$ cat src/rtl/axis_packet_arbiter_pkg.sv
// Shared widths, abort sideband value and FSM encoding for the packet-atomic AXIS arbiter.
package axis_arb_pkg;
  localparam int AXIS_DATA_W = 32;
  localparam int AXIS_KEEP_W = 4;
  localparam int AXIS_USER_W = 8;
  localparam logic [AXIS_USER_W-1:0] ABORT_TUSER = 8'hFF;

  typedef enum logic [1:0] {IDLE, PASS, ABORT, DRAIN} arb_state_t;
endpackage

$ cat src/rtl/axis_packet_arbiter_if.sv
// N_SRC packet sources in, one narrow AXIS sink out, plus grant/status sideband.
interface axis_packet_arbiter_if #(
  parameter int N_SRC = 4
);
  import axis_arb_pkg::*;
  localparam int IDX_W = $clog2(N_SRC);

  logic [N_SRC*AXIS_DATA_W-1:0] sAxiStreamTdata;
  logic [N_SRC*AXIS_KEEP_W-1:0] sAxiStreamTkeep;
  logic [N_SRC*AXIS_USER_W-1:0] sAxiStreamTuser;
  logic [N_SRC-1:0]             sAxiStreamTlast;
  logic [N_SRC-1:0]             sAxiStreamTvalid;
  logic [N_SRC-1:0]             sAxiStreamTready;
  logic [AXIS_DATA_W-1:0]       mAxiStreamTdata;
  logic [AXIS_KEEP_W-1:0]       mAxiStreamTkeep;
  logic [AXIS_USER_W-1:0]       mAxiStreamTuser;
  logic                         mAxiStreamTlast;
  logic                         mAxiStreamTvalid;
  logic                         mAxiStreamTready;
  logic [IDX_W-1:0]             mSourceId;
  logic                         busy;
  logic                         abortPulse;

  // Arbiter side
  modport master (
    input  sAxiStreamTdata, sAxiStreamTkeep, sAxiStreamTuser, sAxiStreamTlast,
           sAxiStreamTvalid, mAxiStreamTready,
    output sAxiStreamTready, mAxiStreamTdata, mAxiStreamTkeep, mAxiStreamTuser,
           mAxiStreamTlast, mAxiStreamTvalid, mSourceId, busy, abortPulse
  );

  // Sources + sink side
  modport slave (
    output sAxiStreamTdata, sAxiStreamTkeep, sAxiStreamTuser, sAxiStreamTlast,
           sAxiStreamTvalid, mAxiStreamTready,
    input  sAxiStreamTready, mAxiStreamTdata, mAxiStreamTkeep, mAxiStreamTuser,
           mAxiStreamTlast, mAxiStreamTvalid, mSourceId, busy, abortPulse
  );
endinterface

$ cat src/rtl/axis_packet_arbiter_rr_pick.sv
// Combinational round-robin selector: first set request strictly after i_last, wrapping.
module rr_pick #(
  parameter  int N_SRC = 4,
  localparam int IDX_W = $clog2(N_SRC)
) (
  input  logic [N_SRC-1:0] i_req,
  input  logic [IDX_W-1:0] i_last,
  output logic             o_found,
  output logic [IDX_W-1:0] o_idx
);
  int w_cand;

  // Walk from farthest to nearest so the nearest requester after i_last wins.
  always_comb begin
    o_found = |i_req;
    o_idx   = '0;
    w_cand  = 0;
    for (int k = N_SRC; k >= 1; k--) begin
      w_cand = (int'(i_last) + k) % N_SRC;
      if (i_req[IDX_W'(w_cand)]) o_idx = IDX_W'(w_cand);
    end
  end
endmodule

$ cat src/rtl/axis_packet_arbiter.sv
// Packet-atomic round-robin AXIS arbiter; grant holds until the granted tlast is accepted.
// Optional mid-packet timeout with abort beat and drain: define AXIS_ARB_TIMEOUT_EN.
module axis_packet_arbiter #(
  parameter int N_SRC = 4
`ifdef AXIS_ARB_TIMEOUT_EN
  , parameter int TIMEOUT_CYCLES = 1024
`endif
) (
  input logic clk,
  input logic reset,
  axis_packet_arbiter_if.master bus
);
  import axis_arb_pkg::*;
  localparam int IDX_W = $clog2(N_SRC);

  arb_state_t       r_state, w_next;
  logic [IDX_W-1:0] r_grant, r_last_grant, w_pick_idx;
  logic             w_pick_found, w_src_valid, w_src_last, w_src_done;

  rr_pick #(.N_SRC(N_SRC)) u_pick (
    .i_req   (bus.sAxiStreamTvalid),
    .i_last  (r_last_grant),
    .o_found (w_pick_found),
    .o_idx   (w_pick_idx)
  );

  assign w_src_valid = bus.sAxiStreamTvalid[r_grant];
  assign w_src_last  = bus.sAxiStreamTlast[r_grant];
  assign w_src_done  = w_src_valid & w_src_last & bus.mAxiStreamTready;

  assign bus.mSourceId = r_grant;
  assign bus.busy      = (r_state != IDLE);

`ifdef AXIS_ARB_TIMEOUT_EN
  localparam int CNT_W = (TIMEOUT_CYCLES > 2) ? $clog2(TIMEOUT_CYCLES) : 1;
  logic [CNT_W-1:0] r_cnt;
  logic             w_timeout;

  assign w_timeout = (r_cnt == CNT_W'(TIMEOUT_CYCLES - 1));

  // Counts consecutive idle cycles of the granted source while passing a packet.
  always_ff @(posedge clk or posedge reset) begin
    if (reset)                              r_cnt <= '0;
    else if (r_state == PASS && !w_src_valid) r_cnt <= r_cnt + CNT_W'(1);
    else                                    r_cnt <= '0;
  end
`endif

  always_ff @(posedge clk or posedge reset) begin
    if (reset) begin
      r_state      <= IDLE;
      r_grant      <= '0;
      r_last_grant <= IDX_W'(N_SRC - 1);
    end else begin
      r_state <= w_next;
      if (r_state == IDLE && w_pick_found) r_grant <= w_pick_idx;
      if (r_state != IDLE && w_next == IDLE) r_last_grant <= r_grant;
    end
  end

  always_comb begin
    w_next               = r_state;
    bus.mAxiStreamTvalid = 1'b0;
    bus.mAxiStreamTdata  = '0;
    bus.mAxiStreamTkeep  = '0;
    bus.mAxiStreamTuser  = '0;
    bus.mAxiStreamTlast  = 1'b0;
    bus.sAxiStreamTready = '0;
    bus.abortPulse       = 1'b0;
    case (r_state)
      IDLE: if (w_pick_found) w_next = PASS;
      PASS: begin
        bus.mAxiStreamTvalid          = w_src_valid;
        bus.mAxiStreamTdata           = bus.sAxiStreamTdata[r_grant*AXIS_DATA_W +: AXIS_DATA_W];
        bus.mAxiStreamTkeep           = bus.sAxiStreamTkeep[r_grant*AXIS_KEEP_W +: AXIS_KEEP_W];
        bus.mAxiStreamTuser           = bus.sAxiStreamTuser[r_grant*AXIS_USER_W +: AXIS_USER_W];
        bus.mAxiStreamTlast           = w_src_last;
        bus.sAxiStreamTready[r_grant] = bus.mAxiStreamTready;
        if (w_src_done) w_next = IDLE;
`ifdef AXIS_ARB_TIMEOUT_EN
        else if (!w_src_valid && w_timeout) w_next = ABORT;
`endif
      end
`ifdef AXIS_ARB_TIMEOUT_EN
      // Synthetic terminator so the consumer sees a closed, empty-keep packet.
      ABORT: begin
        bus.mAxiStreamTvalid = 1'b1;
        bus.mAxiStreamTlast  = 1'b1;
        bus.mAxiStreamTuser  = ABORT_TUSER;
        if (bus.mAxiStreamTready) begin
          bus.abortPulse = 1'b1;
          w_next         = DRAIN;
        end
      end
      DRAIN: begin
        bus.sAxiStreamTready[r_grant] = 1'b1;
        if (w_src_valid && w_src_last) w_next = IDLE;
      end
`endif
      default: w_next = IDLE;
    endcase
  end
endmodule

$ cat src/flat_wrapper.sv
// flat-port wrapper written by rule: the top's interface ports become plain ports
module axis_packet_arbiter_flat import axis_arb_pkg::*;
#(
  parameter int N_SRC = 4

)
  (clk, reset, bus_sAxiStreamTdata, bus_sAxiStreamTkeep, bus_sAxiStreamTuser, bus_sAxiStreamTlast, bus_sAxiStreamTvalid, bus_mAxiStreamTready, bus_sAxiStreamTready, bus_mAxiStreamTdata, bus_mAxiStreamTkeep, bus_mAxiStreamTuser, bus_mAxiStreamTlast, bus_mAxiStreamTvalid, bus_mSourceId, bus_busy, bus_abortPulse);
  axis_packet_arbiter_if #(.N_SRC(N_SRC)) bus_i ();
  input logic clk;
  input logic reset;
  input wire logic [$bits(bus_i.sAxiStreamTdata)-1:0] bus_sAxiStreamTdata;
  input wire logic [$bits(bus_i.sAxiStreamTkeep)-1:0] bus_sAxiStreamTkeep;
  input wire logic [$bits(bus_i.sAxiStreamTuser)-1:0] bus_sAxiStreamTuser;
  input wire logic [$bits(bus_i.sAxiStreamTlast)-1:0] bus_sAxiStreamTlast;
  input wire logic [$bits(bus_i.sAxiStreamTvalid)-1:0] bus_sAxiStreamTvalid;
  input wire logic [$bits(bus_i.mAxiStreamTready)-1:0] bus_mAxiStreamTready;
  output wire logic [$bits(bus_i.sAxiStreamTready)-1:0] bus_sAxiStreamTready;
  output wire logic [$bits(bus_i.mAxiStreamTdata)-1:0] bus_mAxiStreamTdata;
  output wire logic [$bits(bus_i.mAxiStreamTkeep)-1:0] bus_mAxiStreamTkeep;
  output wire logic [$bits(bus_i.mAxiStreamTuser)-1:0] bus_mAxiStreamTuser;
  output wire logic [$bits(bus_i.mAxiStreamTlast)-1:0] bus_mAxiStreamTlast;
  output wire logic [$bits(bus_i.mAxiStreamTvalid)-1:0] bus_mAxiStreamTvalid;
  output wire logic [$bits(bus_i.mSourceId)-1:0] bus_mSourceId;
  output wire logic [$bits(bus_i.busy)-1:0] bus_busy;
  output wire logic [$bits(bus_i.abortPulse)-1:0] bus_abortPulse;
  assign bus_i.sAxiStreamTdata = bus_sAxiStreamTdata;
  assign bus_i.sAxiStreamTkeep = bus_sAxiStreamTkeep;
  assign bus_i.sAxiStreamTuser = bus_sAxiStreamTuser;
  assign bus_i.sAxiStreamTlast = bus_sAxiStreamTlast;
  assign bus_i.sAxiStreamTvalid = bus_sAxiStreamTvalid;
  assign bus_i.mAxiStreamTready = bus_mAxiStreamTready;
  assign bus_sAxiStreamTready = bus_i.sAxiStreamTready;
  assign bus_mAxiStreamTdata = bus_i.mAxiStreamTdata;
  assign bus_mAxiStreamTkeep = bus_i.mAxiStreamTkeep;
  assign bus_mAxiStreamTuser = bus_i.mAxiStreamTuser;
  assign bus_mAxiStreamTlast = bus_i.mAxiStreamTlast;
  assign bus_mAxiStreamTvalid = bus_i.mAxiStreamTvalid;
  assign bus_mSourceId = bus_i.mSourceId;
  assign bus_busy = bus_i.busy;
  assign bus_abortPulse = bus_i.abortPulse;
  axis_packet_arbiter #(.N_SRC(N_SRC)) u_core (.clk(clk), .reset(reset), .bus(bus_i));
endmodule
$ cat config.mk
export PLATFORM = sky130hd
export DESIGN_NAME = axis_packet_arbiter_flat
export DESIGN_NICKNAME = d
export VERILOG_FILES = /design/src/rtl/axis_packet_arbiter_pkg.sv /design/src/rtl/axis_packet_arbiter_if.sv /design/src/rtl/axis_packet_arbiter_rr_pick.sv /design/src/rtl/axis_packet_arbiter.sv /design/src/flat_wrapper.sv
export SDC_FILE = /design/constraint.sdc
export NUM_CORES = 1
export LEC_CHECK = 0
export CAP_MARGIN = 0
export CORE_MARGIN = 10
export CORE_UTILIZATION = 28
export DETAILED_ROUTE_END_ITERATION = 6
export PLACE_DENSITY = 0.88
export SLEW_MARGIN = 0
export SYNTH_ARGS = -nofsm -noshare
export SYNTH_HDL_FRONTEND = slang
export SYNTH_SLANG_ARGS = --single-unit
$ cat constraint.sdc
create_clock -name clk -period 3 [get_ports clk]
set_input_delay 0.9 -clock clk [delete_from_list [all_inputs] [get_ports clk]]
set_output_delay 0.9 -clock clk [all_outputs]
set_load 0.1 [all_outputs]
==> results.txt <==
The run finished, with violations left. The final reports fail on negative setup slack. The static power due to leakage came out at 2.88 nW. Summed over its instances, the top area cell type makes up 54.3% of the synthesized netlist area. Once the floorplan was initialized, standard cells occupied 29.1% of the core. The total power density per cell area is 697 mW/mm2. The CTS tree is built. The post-synthesis cell type count is 34.

The startpoint identified for the worst hold timing path is u_core.r_last_grant[0]$_DFFE_PP1P_. The area of the core is 0.00642 mm2. The share of the cycle needed by the critical path after routing is 102%. The detail-routed net length per standard cell is 28.2 um.

The switching power total is 0.00193 W. The number of cells produced by synthesis is 158. The number of antenna violations at the first check in global routing is 5. Once layout is done, the placed cells without fillers occupy 0.00524 mm2. The global-route wire length before repair is 17700 um. The die area is 0.0103 mm2.

The maximum number of buffers from clock root to sink came out at 2. Setup violations remaining at the end of the flow were counted as 6. The total internal power is 0.00172 W. The latest clock arrival within the worst-skew pair came out at 220 ps.

The share of power burned in combinational logic is 90.8%. The most critical setup path has its startpoint at bus_sAxiStreamTdata[10]. During I/O placement, the number of pins put on the boundary was 241. The via count of the first global-routing pass is 2704.

Each instance of the synthesized netlist takes up on average 11.8 um2. The floorplan die width is 102 um. The signed area change from the synthesized netlist to the final layout came out at 180%. The via count of the routed design is 2486. Of all nets on the critical path, the largest fanout is 1.

The net switching fraction of the power came out at 52.8%. The final max-slew violation count came out at 0. The number of CTS-inserted buffers is 3.

The number of hold buffers added after CTS is 0. The average vias per placed instance is 5.18. The pin count of the biggest net entering global routing is 41. The maximum clock rate is 327 MHz. The number of DRC markers in iteration 0 came out at 85. The flop-to-flop setup slack is 1310 ps. The cell count after placement came out at 470. In this run the number of H-tree levels came out at 1.

The classification of the worst-slack hold path is register to register. Data on the critical path is required at its endpoint by 2100 ps. After clock tree synthesis, the clock-pin slew on the worst setup and hold paths is 40 ps. The height of the die came out at 102 um. Clock skew on the completed layout was measured at 1.16 ps. The least setup slack across all paths after layout came out at -61.6 ps. Clock tree synthesis selected as its root buffer the cell sky130_fd_sc_hd__clkbuf_8.

The element type at the critical path start is an input port. The count of buffers added on input and output ports is 239. The clock period minus final worst setup slack is 3060 ps. The filler-free cell count of the finished design came out at 480. The portion of the post-synthesis area used by sequential elements is 8.17%. The total of warnings raised by yosys is 0. In this run, the clock network consumes 3.3% of the power.

At the worst endpoint, the arrival time is 2160 ps. The CTS sink count came out at 6. The number of remaining DRC errors is 0. Max-cap violations in this run came to 0. For this block, the routed nets add up to 13500 um of wire.

The post-detailed-placement half-perimeter wirelength is 11000 um. In this run the cell area of the synthesized design comes to 0.00187 mm2. The count of nets left with antenna violations once routing finished came out at 0.

The congestion estimate from routability-driven global placement came to 0.835. The leftover overflow at the end of global routing came out at 0. The number of flip-flops and latches in the synthesized netlist came out at 6. STA classifies the critical path endpoint as an output port. The count of fill cells added during filler insertion came out at 371. The critical path is of the input port to output port type. The sequential group share of total power is 5.9%. The worst register-to-register path begins at u_core.bus.mSourceId[0]$_DFFE_PP0P_. The largest vdd supply drop came out at 673 uV.

Once placement finished, the instance area stood at 0.00498 mm2. Before antenna repair, the detailed router went through 4 iterations. The number of failing hold endpoints at the final stage came to 0. The ratio of cells with drive above 1 in the final layout is 44.2%. By area the synthesized netlist is led by sky130_fd_sc_hd__mux4_2, sky130_fd_sc_hd__and2_1, sky130_fd_sc_hd__dfrtp_1, sky130_fd_sc_hd__dfstp_2, sky130_fd_sc_hd__buf_6.

The post-synthesis cell type with the largest combined area is sky130_fd_sc_hd__mux4_2. The initialized floorplan defines 29 standard-cell rows. The net count of the finished layout came out at 585. In the global route stage, overall resource usage came out at 22.7%. The post-layout utilization of the core is 81.5%.
## power groups by stage
stage | clock network [W] | registers (W) | logic, W
after CTS | 0.000122 | 0.000213 | 0.00333
final | 0.000120 | 0.000215 | 0.00331
after global routing | 0.000129 | 0.000221 | 0.00344
after detailed placement | 0 | 0.000211 | 0.00325
after global placement | 0 | 0.000209 | 0.00320
after floorplan | 0 | 0.000243 | 0.00211
## logic make-up (layout without fill, tap and decap cells)
group | Yosys count | count (layout) | share of synthesized area (%)
buf+inv | 25 | 262 | 8.64
simple gates | 66 | 66 | 21.0
compound gates | 13 | 13 | 6.43
other cells | 1 | 9 | 0.201
flops | 6 | 6 | 8.17
mux | 47 | 47 | 55.6
## synth_stat cells, drive strengths merged
| master | instances |
|---|---|
| nand4 | 2 |
| o21ai | 3 |
| nor3 | 2 |
| dfrtp | 4 |
| and2 | 45 |
| and2b | 1 |
| and3 | 1 |
| mux4 | 45 |
| buf | 12 |
| conb | 1 |
| mux2i | 1 |
| nand3 | 1 |
| clkbuf | 6 |
| a211oi | 1 |
| o221ai | 3 |
| a32oi | 1 |
| nor2b | 1 |
| a21o | 1 |
| dfstp | 2 |
| inv | 7 |
| nand2 | 6 |
| or2 | 1 |
| mux2 | 1 |
| o31ai | 1 |
| o2bb2ai | 1 |
| nor2 | 4 |
| nand2b | 2 |
| o311ai | 2 |
## worst max-delay path, cell delays in order
cell                              delay, ps
sky130_fd_sc_hd__clkdlybuf4s50_1        440
sky130_fd_sc_hd__mux4_2                 470
sky130_fd_sc_hd__and2_4                 190
sky130_fd_sc_hd__buf_12                 160
## flip-flops by register name, indices dropped and copies added, names as in the netlist
| name | cells |
|---|---|
| u_core.bus.mSourceId | 2 |
| u_core.r_state | 2 |
| u_core.r_last_grant | 2 |
## layout by cell type, fill, tap and decap left out, types with 3 or more instances in the layout
cell,synthesis,final
sky130_fd_sc_hd__and2_4,0,45
sky130_fd_sc_hd__dlygate4sd2_1,0,69
sky130_fd_sc_hd__nand2_1,6,6
sky130_fd_sc_hd__buf_12,1,55
sky130_fd_sc_hd__o221ai_1,3,3
sky130_fd_sc_hd__clkbuf_8,0,3
sky130_fd_sc_hd__dlymetal6s2s_1,0,90
sky130_fd_sc_hd__inv_1,7,7
sky130_fd_sc_hd__diode_2,0,7
sky130_fd_sc_hd__clkdlybuf4s50_1,0,27
sky130_fd_sc_hd__mux4_2,45,45
sky130_fd_sc_hd__buf_4,2,11
## repair_timing
item,in CTS,in global routing
endpoints found under the hold margin,0,0
resized for setup,114,90
setup endpoints to repair,45,36
buffers inserted,0,0
## metrics by stage
step	setup TNS (ps)	hold slack (ps)	worst slack [ps]	power, W
final	-185	554	-61.6	0.00365
after global routing	-251	583	-54.2	0.00379
after CTS	0	550	0.101	0.00366
after detailed placement	-2380	548	-91.7	0.00346
after global placement	-1410	532	-72.0	0.00341
after floorplan	0	511	19.7	0.00235
## cell type report
| type | count | area (um2) | share of cell area, % |
|---|---|---|---|
| timing repair buffer | 252 | 3180 | 60.8 |
| multi-input combinational | 128 | 1710 | 32.7 |
| sequential | 6 | 158 | 3.01 |
| tap | 77 | 96.3 | 1.84 |
| clock buffer | 3 | 41.3 | 0.789 |
| inverter | 7 | 26.3 | 0.502 |
| antenna | 7 | 17.5 | 0.335 |
## metal layers
metal | wire, um | global-route usage [%] | vias to the layer above | part of all wire [%]
met1 | 4200 | 22.9 | 1220 | 31
li1 | - | - | 1106 | -
met4 | 245 | 1.65 | 2 | 1.8
met2 | 7790 | 44.9 | 134 | 58
met3 | 1290 | 8.17 | 24 | 9.5
met5 | 13 | 0 | - | 0.096
## worst paths after layout
check | to | cells after the start
max reg2reg | u_core.r_last_grant[1]$_DFFE_PP1P_ | 4
min reg2reg | u_core.r_last_grant[0]$_DFFE_PP1P_ | 2
max | bus_mAxiStreamTdata[10] | 4
min | u_core.r_last_grant[0]$_DFFE_PP1P_ | 2
max in group asynchronous | u_core.r_last_grant[1]$_DFFE_PP1P_ | 2
min in group asynchronous | u_core.bus.mSourceId[0]$_DFFE_PP0P_ | 2
No activity file was read; power rests on OpenSTA's default activity.
